**config.mk**
```make
export PLATFORM = sky130hd
export DESIGN_NAME = odd_even_clk_div
export DESIGN_NICKNAME = d
export VERILOG_FILES = /design/src/rtl/odd_even_clk_div.sv
export SDC_FILE = /design/constraint.sdc
export NUM_CORES = 1
export LEC_CHECK = 0
export ABC_AREA = 1
export BUFFER_PORTS_ARGS = -buffer_cell sky130_fd_sc_hd__buf_2
export CAP_MARGIN = 5
export CORE_MARGIN = 10
export CORE_UTILIZATION = 59
export DETAILED_ROUTE_END_ITERATION = 8
export PLACE_DENSITY_LB_ADDON = 0.2
export RECOVER_POWER = 25
export SLEW_MARGIN = 20
export SYNTH_ARGS = -nofsm -noshare
export SYNTH_HDL_FRONTEND = slang
export SYNTH_SLANG_ARGS = --single-unit
```
**constraint.sdc**
```tcl
create_clock -name clk -period 3.36 [get_ports clk]
set_clock_uncertainty 0.2 [all_clocks]
set_input_delay 0 -clock clk [delete_from_list [all_inputs] [get_ports clk]]
set_output_delay 0 -clock clk [all_outputs]
set_load 0.03 [all_outputs]
```
**src/rtl/odd_even_clk_div.sv**
```systemverilog
// odd_even_clk_div: programmable-ratio 50%-duty clock divider for N >= 2.
// Divisor changes are queued and applied only at period boundaries, so dout
// never shows a runt phase. Odd ratios add a falling-edge half-cycle term.
// Build option: define GRACEFUL_STOP_EN to let the running period finish
// after en drops; without it the divider stops on the first posedge with en=0.
// There is no valid/ready handshake: div_load is a single-cycle strobe that is
// always accepted and needs no acknowledge; div_err reports a rejected value.
module odd_even_clk_div #(
    parameter int DIV_W       = 8,
    parameter int DEFAULT_DIV = 5
) (
    input  logic             clk,
    input  logic             rst,
    input  logic             en,
    input  logic [DIV_W-1:0] div_in,
    input  logic             div_load,
    output logic             dout,
    output logic             period_tick,
    output logic [DIV_W-1:0] cur_div,
    output logic             div_err
);

    localparam logic [DIV_W-1:0] LP_ONE = DIV_W'(1);
    localparam logic [DIV_W-1:0] LP_TWO = DIV_W'(2);
    localparam logic [DIV_W-1:0] LP_DEF = DIV_W'(DEFAULT_DIV);

    // ST_IDLE: counter parked at cur_div-1, the next enabled posedge starts a period.
    // ST_RUN:  a period is in progress.
    typedef enum logic {
        ST_IDLE = 1'b0,
        ST_RUN  = 1'b1
    } state_t;

    state_t           r_state;
    state_t           w_state_nxt;
    logic [DIV_W-1:0] r_cnt;
    logic [DIV_W-1:0] w_cnt_nxt;
    logic [DIV_W-1:0] r_cur_div;
    logic [DIV_W-1:0] w_cur_div_nxt;
    logic [DIV_W-1:0] r_pend;
    logic [DIV_W-1:0] w_pend_nxt;
    logic             r_pend_vld;
    logic             w_pend_vld_nxt;
    logic             r_p;
    logic             w_p_nxt;
    logic             r_n;
    logic             r_tick;
    logic             w_tick_nxt;
    logic             r_err;
    logic             w_load_ok;
    logic             w_load_bad;
    logic             w_last;
    logic             w_bnd;
    logic             w_adv;

    assign w_load_ok  = div_load && (div_in >= LP_TWO);
    assign w_load_bad = div_load && (div_in < LP_TWO);
    assign w_last     = (r_cnt == (r_cur_div - LP_ONE));

    // Next-state: decide boundary / advance / stop, then divisor, counter and p term.
    always_comb begin
        w_state_nxt    = r_state;
        w_cnt_nxt      = r_cnt;
        w_cur_div_nxt  = r_cur_div;
        w_pend_nxt     = r_pend;
        w_pend_vld_nxt = r_pend_vld;
        w_tick_nxt     = 1'b0;
        w_bnd          = 1'b0;
        w_adv          = 1'b0;

        // Legal loads land in the pending slot; last one before a boundary wins.
        if (w_load_ok) begin
            w_pend_nxt     = div_in;
            w_pend_vld_nxt = 1'b1;
        end

        case (r_state)
            ST_IDLE: begin
                if (en) begin
                    w_bnd       = 1'b1;
                    w_state_nxt = ST_RUN;
                end
            end
            ST_RUN: begin
`ifdef GRACEFUL_STOP_EN
                if (w_last && !en) begin
                    w_state_nxt = ST_IDLE;
                end else if (w_last) begin
                    w_bnd = 1'b1;
                end else begin
                    w_adv = 1'b1;
                end
`else
                if (!en) begin
                    w_state_nxt = ST_IDLE;
                end else if (w_last) begin
                    w_bnd = 1'b1;
                end else begin
                    w_adv = 1'b1;
                end
`endif
            end
            default: w_state_nxt = ST_IDLE;
        endcase

        if (w_bnd) begin
            // A load captured on this very edge stays pending for the next boundary.
            if (r_pend_vld) begin
                w_cur_div_nxt  = r_pend;
                w_pend_vld_nxt = w_load_ok;
            end
            w_cnt_nxt  = '0;
            w_tick_nxt = 1'b1;
        end else if (w_adv) begin
            w_cnt_nxt = r_cnt + LP_ONE;
        end else if (r_state == ST_IDLE) begin
            // Stopped: nothing is running, so a new ratio can take effect at once.
            if (w_load_ok) begin
                w_cur_div_nxt  = div_in;
                w_pend_vld_nxt = 1'b0;
            end else if (r_pend_vld) begin
                w_cur_div_nxt  = r_pend;
                w_pend_vld_nxt = 1'b0;
            end
            w_cnt_nxt = w_cur_div_nxt - LP_ONE;
        end else begin
            w_cnt_nxt = r_cur_div - LP_ONE;
        end

        // p covers counts 0..floor(N/2)-1; for odd N the negedge term adds the half cycle.
        w_p_nxt = (w_bnd || w_adv) && (w_cnt_nxt < (w_cur_div_nxt >> 1));
    end

    // Posedge state register with asynchronous active-low reset.
    always_ff @(posedge clk or negedge rst) begin
        if (!rst) begin
            r_state    <= ST_IDLE;
            r_cnt      <= LP_DEF - LP_ONE;
            r_cur_div  <= LP_DEF;
            r_pend     <= '0;
            r_pend_vld <= 1'b0;
            r_p        <= 1'b0;
            r_tick     <= 1'b0;
            r_err      <= 1'b0;
        end else begin
            r_state    <= w_state_nxt;
            r_cnt      <= w_cnt_nxt;
            r_cur_div  <= w_cur_div_nxt;
            r_pend     <= w_pend_nxt;
            r_pend_vld <= w_pend_vld_nxt;
            r_p        <= w_p_nxt;
            r_tick     <= w_tick_nxt;
            r_err      <= w_load_bad;
        end
    end

    // Falling-edge copy of p that stretches the odd-ratio high phase by half a cycle.
    always_ff @(negedge clk or negedge rst) begin
        if (!rst) begin
            r_n <= 1'b0;
        end else begin
            r_n <= r_p;
        end
    end

    assign dout        = r_p | (r_n & r_cur_div[0]);
    assign period_tick = r_tick;
    assign cur_div     = r_cur_div;
    assign div_err     = r_err;

endmodule

```
[Yosys cells after proc, flatten, opt, wreduce, memory -nomap -nowiden]
Index checks and enable logic that the tools add are counted.
Word-level totals
  register bits after elaboration: 30
  output and inout port bits: 11
  bits of input ports: 12
  logic and storage cells: 53
Cells by class
  bitwise gates (word level): 3
  reduce and logical (&&, ||, !) cells: 5
  eq/ne operators: 3
  order comparisons: 3
  mux-type cells: 26
  add/subtract/negate cells: 3
Operators by type and width (count)
  8-bit two-way mux: 11
  8-bit by 1-bit subtractor with 8-bit output (second input constant): 2
  1-bit two-way mux: 14
  8-bit by 1-bit adder with 8-bit output (second input constant): 1
  8-bit equality test: 1
  8-bit by 2-bit greater-or-equal comparator with 1-bit output (second input constant): 1
  8-bit by 2-bit less-than comparator with 1-bit output (second input constant): 1
  8-bit by 7-bit less-than comparator with 1-bit output: 1
  1-bit logical AND: 3
  2-bit by 1-bit inequality test with 1-bit output (second input constant): 1
  2-bit inequality test (second input constant): 1
  1-bit one-hot mux with 2 select lines: 1
  2-bit AND reduction: 1
  1-bit bitwise AND: 1
  1-bit logical OR: 1
  1-bit NOT: 1
  1-bit OR: 1

[Depth between registers and ports, before layout]
Gate-level depths: netlist (run 1).
  depth after elaboration: 13
  depth in mapped cells: 21
  depth with buffers taken out: 20

==> results of run 1 <==
[routing by layer]
layer  track usage (%)  part of all wire [%]  vias to the layer above  routed length, um
li1                  -                     -                     1155                  -
met1             25.34                    43                     1036               2741
met2             35.47                    49                       96               3130
met3             4.746                   7.1                       14                461
met4             7.439                   1.8                        0                114
met5                 0                     0                        -                  0
[through the flow]
stage                     area [um2]  total power, mW  utilization (%)  setup slack (ps)  std cells
after floorplan                 2221           0.7938                -             398.9        333
after global placement          2371           0.9110            64.76             194.0        398
after detailed placement        2371           0.9172            64.76             118.6        398
after CTS                       2704            1.401            73.86             90.74        425
after global routing            2714            1.491            74.13             57.10        425
final                           2714            1.413            74.13             231.1        425
[area by class of cell]
type                            count  area, um2
Clock buffer                        6      82.58
Clock inverter                      2      60.06
Fill cell                         311      947.2
Inverter                           50      190.2
Multi-Input combinational cell    244       1236
Sequential cell                    30      754.5
Tap cell                           48      60.06
Timing Repair Buffer               45      330.3
[cells in the final DEF, fill, tap and decap left out, types with 10 or more instances in the layout]
cell / count
buf_2: 22
dfrtp_1: 26
dlygate4sd3_1: 19
inv_1: 38
inv_2: 10
nand2_1: 110
nand3_1: 26
nor2_1: 16
o21ai_0: 19
o21ai_1: 12
[critical path, delay by kind of cell, from the launching register on]
| kind | cells | cell delay (ps) |
|---|---|---|
| simple gates | 12 | 1080 |
| fa+ha+maj | 2 | 580 |
| compound gates | 2 | 220 |
| flops | 1 | 580 |
| buf+inv | 4 | 340 |
[cell usage after synthesis (all sizes together)]
master,instances
a21boi,1
a21o,1
a21oi,9
a31oi,2
buf,7
clkbuf,2
clkinv,1
dfrtn,1
dfrtp,26
dfstp,3
ha,8
inv,49
nand2,117
nand3,29
nand3b,3
nand4,4
nor2,21
nor3,2
o211ai,3
o21ai,31
o21bai,1
o22ai,6
xnor2,2
xor2,4
[path summary, 6_finish.rpt]
check	startpoint	endpoint	cells past startpoint
worst max-delay path	cur_div[0]	r_p	20
worst max register to register	cur_div[0]	r_p	20
max in group asynchronous	rst	r_n	3
worst min register to register	r_pend[6]	r_pend[6]	2
min in group clk	r_pend[6]	r_pend[6]	2
worst min-delay path	rst	r_state	3
[power by group through the flow]
| stage | Clock, mW | Sequential, mW | Combinational, mW |
|---|---|---|---|
| 3_3_place_gp | 0 | 0.473 | 0.438 |
| 3_5_place_dp | 0 | 0.473 | 0.444 |
| 5_1_grt | 0.480 | 0.475 | 0.537 |
| 6_report | 0.466 | 0.469 | 0.479 |
| 4_1_cts | 0.465 | 0.467 | 0.469 |
| 2_1_floorplan | 0 | 0.489 | 0.305 |
[timing repair]
action,CTS,global route
hold buffers,19,0
endpoints found under the setup margin,0,1
gates resized for setup,0,3
endpoints found under the hold margin,47,0
[flip-flops by register name, summed over array words and instances, names as in the netlist]
register,cells
cur_div,8
r_cnt,8
r_pend,8
div_err,1
period_tick,1
r_n,1
r_p,1
r_pend_vld,1
r_state,1
[logic make-up (layout without fill, tap and decap cells)]
kind of cell / after synthesis / count (layout) / synth area share, %
xor+xnor: 6 / 6 / 2.366
simple gates: 176 / 176 / 35.15
compound gates: 54 / 54 / 13.30
fa+ha+maj: 8 / 8 / 4.507
buf+inv: 59 / 103 / 10.70
flops: 30 / 30 / 33.97
==> results.sh, run 1 <==
export IMPL_syn_num_nets=353
export IMPL_clock_sinks=30
export IMPL_gp_congestion=0.9770
export IMPL_fp_dieW_um=81.36
export IMPL_min_period_ps=3129
export IMPL_clkPwrFrac_pct=32.9
export IMPL_cts_setup_buffers=0
export IMPL_path_common_cell="nand2_1"
export IMPL_crit_slowest_cell="dfstp_2"
export IMPL_synth_top_area_share_pct=29.30
export IMPL_antenna_found_initial=0
export IMPL_finalSetupViolations=0
export IMPL_status="completed"
export IMPL_synth_seq_cells=30
export IMPL_p_comb_share_pct=33.9
export IMPL_p_sw_share_pct=36.57
export IMPL_fmax_ghz=0.3196
export IMPL_core_area_um2=3661
export IMPL_port_buffer_count=22
export IMPL_die_area_um2=6619
export IMPL_nets=396
export IMPL_drt_iter0_markers=260
export IMPL_crit_required_ps=3340
export IMPL_routed_via_density=5.414
export IMPL_fin_hold_ws_ps=37.13
export IMPL_max_slew_worst_pin_slew_ps=388.6
export IMPL_power_density_nw_per_um2=520.7
export IMPL_ir_worst_vdd_v=0.0003462
export IMPL_yosysWarnings=0
export IMPL_critical_path_class="flop to flop"
export IMPL_finalSetupTns_ps=0
export IMPL_vias=2301
export IMPL_drc_errors=0
export IMPL_rsz0062_at_grt="false"
export IMPL_ant_nets=0
export IMPL_hp_class="input pin to asynchronous set/reset pin"
export IMPL_cts_buffers_inserted=5
export IMPL_track_usage_pct=20.93
export IMPL_ios=23
export IMPL_drive_gt1_share_pct=16.98
export IMPL_diodes=0
export IMPL_internal_power_uw=896.4
export IMPL_grt_pass1_vias=2297
export IMPL_p_sw_uw=516.8
export IMPL_cp_slowest_stage_delay_ps=580
export IMPL_netlist_area_um2=2221
export IMPL_dpl_hpwl_um=4511
export IMPL_startpoint_type="flop"
export IMPL_clockBufferDepth=2
export IMPL_synthTopCellsByArea="dfrtp_1, nand2_1, inv_1, nand3_1, ha_1"
export IMPL_area_growth_syn_to_layout_pct=22.20
export IMPL_grt_max_degree=31
export IMPL_cp_max_fo=14
export IMPL_clkLatencyLatePin_ps=290
export IMPL_cts_tree="built"
export IMPL_p_leak_nw=1.435
export IMPL_root_buffer="clkbuf_8"
export IMPL_ys_types=34
export IMPL_grt_ovfl_total=0
export IMPL_hold_viol_final=0
export IMPL_slew_violations=0
export IMPL_max_slew_margin_pct=74.10
export IMPL_path_cells="inv_2 -> ha_2 -> inv_1 -> nand2_1 -> nand2_1 -> nand2_1 -> nor2_1 -> nand3_1 -> nor2_2 -> nand3_2 -> nand2_2 -> nand2_4 -> inv_4 -> nand2_1 -> o21ai_1 -> inv_2 -> ha_1 -> nand2_1 -> nor2_1 -> a21oi_1"
export IMPL_synth_top_area_cell="dfrtp_1"
export IMPL_end_kind="flop"
export IMPL_grt_pass1_wl_um=10830
export IMPL_netlist_instances=333
export IMPL_clkTransAtPathRegs_ps=70
export IMPL_fin_crit_sh_pct=93.12
export IMPL_r2r_slack_ps=230
export IMPL_p_seq_share_pct=33.2
export IMPL_crit_arrival_ps=3110
export IMPL_h_tree_depth=2
export IMPL_wl_um=6448
export IMPL_die_h_um=81.36
export IMPL_synth_avg_cell_area_um2=6.669
export IMPL_drt_pass1_iter_count=6
export IMPL_fp_row_count=22
export IMPL_seq_area_frac_synth_pct=33.97
export IMPL_maxCapViolations=0
export IMPL_initial_core_util_pct=60.66
export IMPL_wl_per_cell_um=15.17
No activity file was read; power rests on OpenSTA's default activity.
==> inputs of run 2 (changes only) <==
Settings changed: ABC_AREA 1 to default, ABC_CLOCK_PERIOD_IN_PS from default to 3360, CORE_ASPECT_RATIO from default to 1.25.
==> run 2 against run 1 <==
Die area up 3.4%. Fmax down 19%. Largest power group unchanged. The flow now finishes with violations (capacitance limit, slew limit, setup timing). Combinational power grew 68%. Largest cell class unchanged. Critical endpoint unchanged. Sequential power up 3%. Flip-flop and latch count did not move. Sequential share of layout area shrank 4.2 points. Final cell count decreased by 4.2%.
==> results.sh, run 2 <==
export IMPL_crit_path_start="cur_div[3]"
export IMPL_netlist_area_um2=2315
export IMPL_fp_dieW_um=76.03
export IMPL_ir_worst_vdd_v=0.0003280
export IMPL_finalSetupViolations=1
export IMPL_cts_tree="built"
export IMPL_clock_sinks=30
export IMPL_synthTopCellsByArea="dfrtp_1, xnor2_1, nand2_1, ha_1, mux2i_1"
export IMPL_min_period_ps=3884
export IMPL_vias=2430
export IMPL_slew_violations=30
export IMPL_ant_nets=0
export IMPL_h_tree_depth=2
export IMPL_final_cell_mix="buf_4, nand2_1, dfrtp_1"
export IMPL_clkTransAtPathRegs_ps=70
export IMPL_synth_top_area_share_pct=28.11
export IMPL_worstReg2RegEnd="r_p"
export IMPL_drive_gt1_share_pct=32.29
export IMPL_drt_pass1_iter_count=5
export IMPL_fp_row_count=25
export IMPL_track_usage_pct=21.19
export IMPL_synth_edff_count=0
export IMPL_maxCapViolations=1
export IMPL_grt_busiest_layer="met2"
export IMPL_power_density_nw_per_um2=515.3
export IMPL_hold_end="r_cnt[7]"
export IMPL_postLayoutCellArea_um2=3209
export IMPL_fin_hold_ws_ps=10.69
export IMPL_synth_avg_cell_area_um2=8.702
export IMPL_pre_cts_ws_ps=-599.5
export IMPL_nets=372
export IMPL_final_common_cell="buf_4"
export IMPL_synth_seq_cells=30
export IMPL_cts_buffers_inserted=5
export IMPL_status="finished with violations"
export IMPL_max_slew_margin_pct=-3.565
export IMPL_root_buffer="clkbuf_8"
export IMPL_seq_area_frac_synth_pct=32.59
export IMPL_grt_max_degree=30
export IMPL_finalSetupTns_ps=-523.7
export IMPL_rsz0062_at_grt="true"
export IMPL_async_flop_share_pct=100.0
export IMPL_worstHoldStart="en"
export IMPL_clkPwrFrac_pct=22.1
export IMPL_internal_power_mw=1.032
export IMPL_fmax_ghz=0.2575
export IMPL_startpoint_type="flop"
export IMPL_use_met3_pct=3.685
export IMPL_grt_pass1_wl_um=11920
export IMPL_wl_um=7206
export IMPL_synth_top_area_cell="dfrtp_1"
export IMPL_instances_no_fill=407
export IMPL_routed_via_density=5.971
export IMPL_fillerInstances=228
export IMPL_p_sw_uw=621.4
export IMPL_setup_ws_ps=-523.7
export IMPL_cp_max_fo=4
export IMPL_placed_cells=379
export IMPL_p_leak_nw=1.461
export IMPL_syn_num_nets=286
export IMPL_clockBufferDepth=2
export IMPL_diodes=0
export IMPL_max_slew_worst_pin_slew_ps=1553
export IMPL_hold_path_cell_count=2
export IMPL_yosysMostFrequentCell="nand2_1"
export IMPL_critical_path_class="flop to flop"
export IMPL_die_area_um2=6845
export IMPL_cp_slowest_stage_delay_ps=550
export IMPL_area_growth_syn_to_layout_pct=38.65
export IMPL_violations="capacitance limit, slew limit, setup timing"
export IMPL_p_comb_share_pct=48.6
export IMPL_clkLatencyLatePin_ps=300
export IMPL_reg2regPathDepth=13
export IMPL_die_h_um=90.03
export IMPL_p_seq_share_pct=29.3
export IMPL_met1_usage_pct=23.17
export IMPL_crit_slowest_cell="or4_4"
export IMPL_grt_pass1_vias=2511
export IMPL_port_buffer_count=22
export IMPL_crit_required_ps=3380
export IMPL_core_area_um2=3785
export IMPL_worstReg2RegStart="cur_div[3]"
export IMPL_hp_class="input pin to flop"
export IMPL_initial_core_util_pct=61.16
export IMPL_end_kind="flop"
export IMPL_yosysWarnings=0
export IMPL_ys_types=62
export IMPL_ios=23
export IMPL_dpl_hpwl_um=5399
export IMPL_fin_crit_sh_pct=115.6
export IMPL_grt_ovfl_total=0
export IMPL_gp_congestion=0.9336
export IMPL_dpl_instance_area_um2=2854
export IMPL_r2r_slack_ps=-520
export IMPL_drc_errors=0
export IMPL_antenna_found_initial=0
export IMPL_crit_arrival_ps=3900
export IMPL_fin_util_pct=84.79
export IMPL_yosys_most_used_dff="dfrtp_1"
export IMPL_hold_viol_final=0
export IMPL_wl_per_cell_um=17.71
export IMPL_netlist_instances=266
export IMPL_drt_iter0_markers=196
export IMPL_p_sw_share_pct=37.57
export IMPL_synthTopCellsByCount="nand2_1, dfrtp_1, nor2_1"
export IMPL_path_cells="or4_4 -> a22o_1 -> a2111oi_4 -> o2111ai_2 -> o21ai_4 -> and2_4 -> mux2i_4 -> a221oi_2 -> ha_1 -> or4_1 -> a21oi_2 -> o2111ai_1 -> o22ai_1"
export IMPL_use_met2_pct=38.21
export IMPL_p_total_mw=1.654
run 2: cell types whose count changed in the layout (fill, tap and decap cells not counted), moves of 6 or more:
cell / previous run / this run
inv_1: 38 / 7
nand2_1: 110 / 34
buf_4: 4 / 55
o21ai_1: 12 / 1
xnor2_1: 2 / 13
mux2i_1: 0 / 8
o31ai_1: 0 / 6
inv_2: 10 / 1
nand3_1: 26 / 6
run 2: layout make-up:
type	count	area [um2]	area share, %
inverter	10	37.54	1.170
tap	54	67.56	2.105
clock buffer	5	68.82	2.144
multi-input combinational	209	1533	47.76
clock inverter	3	40.04	1.248
sequential	30	757.0	23.59
timing repair buffer	96	705.7	21.99
run 2: worst max-delay path, delay by kind of cell (launching register included):
family	cells	cell delay [ps]
flip-flops	1	410
AO/OA/AOI/OAI	8	1460
AND/OR/NAND/NOR	3	1250
adder cells (fa/ha/maj)	1	210
multiplexers	1	280
run 2: kinds of logic after synthesis:
kind of cell	after synthesis	share of synthesized area (%)
simple gates	91	19.14
flops	30	32.59
xor+xnor	23	8.703
fa+ha+maj	8	4.324
mux	12	5.513
compound gates	75	24.59
buf+inv	27	5.135
run 2: power by group through the flow:
stage / Clock, mW / Sequential [mW] / Combinational (mW)
6_report: 0.366 / 0.484 / 0.803
5_1_grt: 0.382 / 0.488 / 0.868
4_1_cts: 0.365 / 0.481 / 0.777
3_5_place_dp: 0 / 0.486 / 0.733
3_3_place_gp: 0 / 0.483 / 0.720
2_1_floorplan: 0 / 0.508 / 0.418
run 2: how the worst max path moves through the flow:
stage,slack [ps],end,cells after the start
2_1_floorplan,-740,r_p,18
3_3_place_gp,-480,r_p,16
3_5_place_dp,-600,r_p,15
4_1_cts,-450,r_p,13
5_1_grt,-650,r_p,16
6_report,-520,r_p,13
run 2: repair_timing:
action,4_1_cts,5_1_grt
setup buffers,2,0
resized for setup,6,5
hold endpoints to repair,41,0
hold buffers,18,0
endpoints found under the setup margin,1,1
pin swaps,9,3
run 2: layer usage:
metal  up-vias  wire length (um)
met1      1150              2751
li1       1151                 -
met4         0               251
met5         -                 0
met2       106              3755
met3        23               447
==> inputs of run 3 (changes only) <==
Settings changed: REMOVE_ABC_BUFFERS from default to 1.
==> run 3 against run 2 <==
The run still ends with capacitance limit, slew limit, setup timing left. Cell area is 3.4% higher. Highest routed layer unchanged. Non-clock buffer count is 14 higher. Combinational power is 16% higher. Sequential share of layout area is 0.80 points lower. Critical path type unchanged. Count of clock-buffer cells in the layout is 2 higher. Setup slack worse by 160 ps. Largest cell class unchanged.
==> results.sh, run 3 (synthesis results as in run 2) <==
export IMPL_status="finished with violations"
export IMPL_violations="capacitance limit, slew limit, setup timing"
export IMPL_fin_util_pct=87.64
export IMPL_core_area_um2=3785
export IMPL_drt_pass1_iter_count=5
export IMPL_topRoutingLayerUsed="met4"
export IMPL_crit_arrival_ps=4050
export IMPL_h_tree_depth=2
export IMPL_routed_via_density=6.309
export IMPL_min_period_ps=4046
export IMPL_max_slew_margin_pct=-6.149
export IMPL_grt_pass1_vias=2733
export IMPL_dr_wl_met2_um=4275
export IMPL_final_common_cell="buf_4"
export IMPL_cp_max_fo=5
export IMPL_wl_per_cell_um=20.58
export IMPL_drc_errors=0
export IMPL_finalSetupViolations=1
export IMPL_crit_required_ps=3370
export IMPL_met1Wirelength_um=3220
export IMPL_clkTransAtPathRegs_ps=60
export IMPL_clkLatencyLatePin_ps=290
export IMPL_fmax_ghz=0.2471
export IMPL_ios=23
export IMPL_dpl_instance_area_um2=2903
export IMPL_antenna_found_initial=0
export IMPL_die_area_um2=6845
export IMPL_fin_crit_sh_pct=120.4
export IMPL_critical_path_class="flop to flop"
export IMPL_grt_pass1_wl_um=13970
export IMPL_final_cell_mix="buf_4, nand2_1, dfrtp_1"
export IMPL_dpl_hpwl_um=5817
export IMPL_maxCapViolations=1
export IMPL_startpoint_type="flop"
export IMPL_end_kind="flop"
export IMPL_power_density_nw_per_um2=516.1
export IMPL_initial_core_util_pct=61.16
export IMPL_grt_ovfl_total=0
export IMPL_nets=386
export IMPL_rsz0062_at_grt="true"
export IMPL_ant_nets=0
export IMPL_cts_buffers_inserted=5
export IMPL_port_buffer_count=22
export IMPL_fp_row_count=25
export IMPL_fillerInstances=189
export IMPL_slew_violations=30
export IMPL_postLayoutCellArea_um2=3317
export IMPL_p_leak_nw=1.534
export IMPL_grt_max_degree=30
export IMPL_ir_worst_vdd_v=0.0003392
export IMPL_die_h_um=90.03
export IMPL_clockBufferDepth=2
export IMPL_drive_gt1_share_pct=35.15
export IMPL_area_growth_syn_to_layout_pct=43.30
export IMPL_wl_um=8665
export IMPL_fp_dieW_um=76.03
export IMPL_clock_sinks=30
export IMPL_setup_ws_ps=-686.2
export IMPL_gp_congestion=0.9649
export IMPL_wl_met3_um=733
export IMPL_hp_class="input pin to flop"
export IMPL_pre_cts_ws_ps=-633.7
export IMPL_vias=2656
export IMPL_root_buffer="clkbuf_8"
export IMPL_cts_tree="built"
export IMPL_track_usage_pct=24.94
export IMPL_max_slew_worst_pin_slew_ps=1592
export IMPL_drt_iter0_markers=208
export IMPL_diodes=0
export IMPL_hold_viol_final=0
-- run 3: changes by cell type in the layout (fill, tap and decap cells not counted), sizes merged --
cell and delta:
bufinv -1, clkinv -1, clkbuf +2, buf +14
-- run 3: path summary, 6_finish.rpt --
check                                 from  slack, ps  cells after the start    endpoint
worst max-delay path            cur_div[3]       -690                     18         r_p
worst min-delay path             div_in[5]        190                      4    r_cnt[5]
worst max register to register  cur_div[3]       -690                     18         r_p
worst min register to register   r_pend[6]        310                      2   r_pend[6]
max in group asynchronous              rst       1250                      3  cur_div[3]
min in group asynchronous              rst        670                      3   r_pend[3]
-- run 3: cell type report --
type,instances,area [um2],area share [%]
clock buffers,7,86.33,2.603
multi-input cells,209,1551,46.77
well taps,54,67.56,2.037
repair buffers,110,810.8,24.44
clock inverters,1,5.005,0.1509
flip-flops and latches,30,755.7,22.78
inverters,10,40.04,1.207
-- run 3: where the power goes --
part	switching (mW)	internal, mW	total, mW	leakage (nW)
combinational	0.487	0.448	0.935	1.12
clock	0.139	0.165	0.304	0.0482
sequential	0.0526	0.420	0.473	0.362
-- run 3: what timing repair did --
action                     CTS  global route
hold buffers                18             0
setup buffers                4             2
gates resized for setup     12             9
setup endpoints to repair    1             1
pin swaps                    9             8
hold endpoints to repair    41             0
-- run 3: metal layers --
layer	track usage, %	vias up
li1	-	1169
met4	14.40	0
met2	43.11	188
met3	6.076	46
met1	26.88	1253
met5	0	-
-- run 3: worst max-delay path, cell delays in order, from the launching register on --
cell       delay (ps)
dfrtp_2           400
buf_4             160
nor4_2            340
buf_4             190
nand3b_1          130
a311oi_2          380
o2111ai_2         230
o21ai_4           190
and2_4            190
mux2i_4           300
a221oi_2          110
ha_1              270
o21a_1            170
o21a_1            170
o21ai_2           120
nand2b_1           90
a21oi_1           130
nor2b_1            60
o22ai_1           140
-- run 3: metrics by stage --
step                setup TNS (ps)  power, mW  hold slack, ps  instances
global placement            -581.3      1.241          -118.6        389
global route                -823.2      1.795           204.0        421
finish                      -686.2      1.712           193.1        421
floorplan                   -788.4     0.8960          -495.6        249
CTS                         -510.9      1.625           129.5        419
detailed placement          -633.7      1.258          -109.5        389
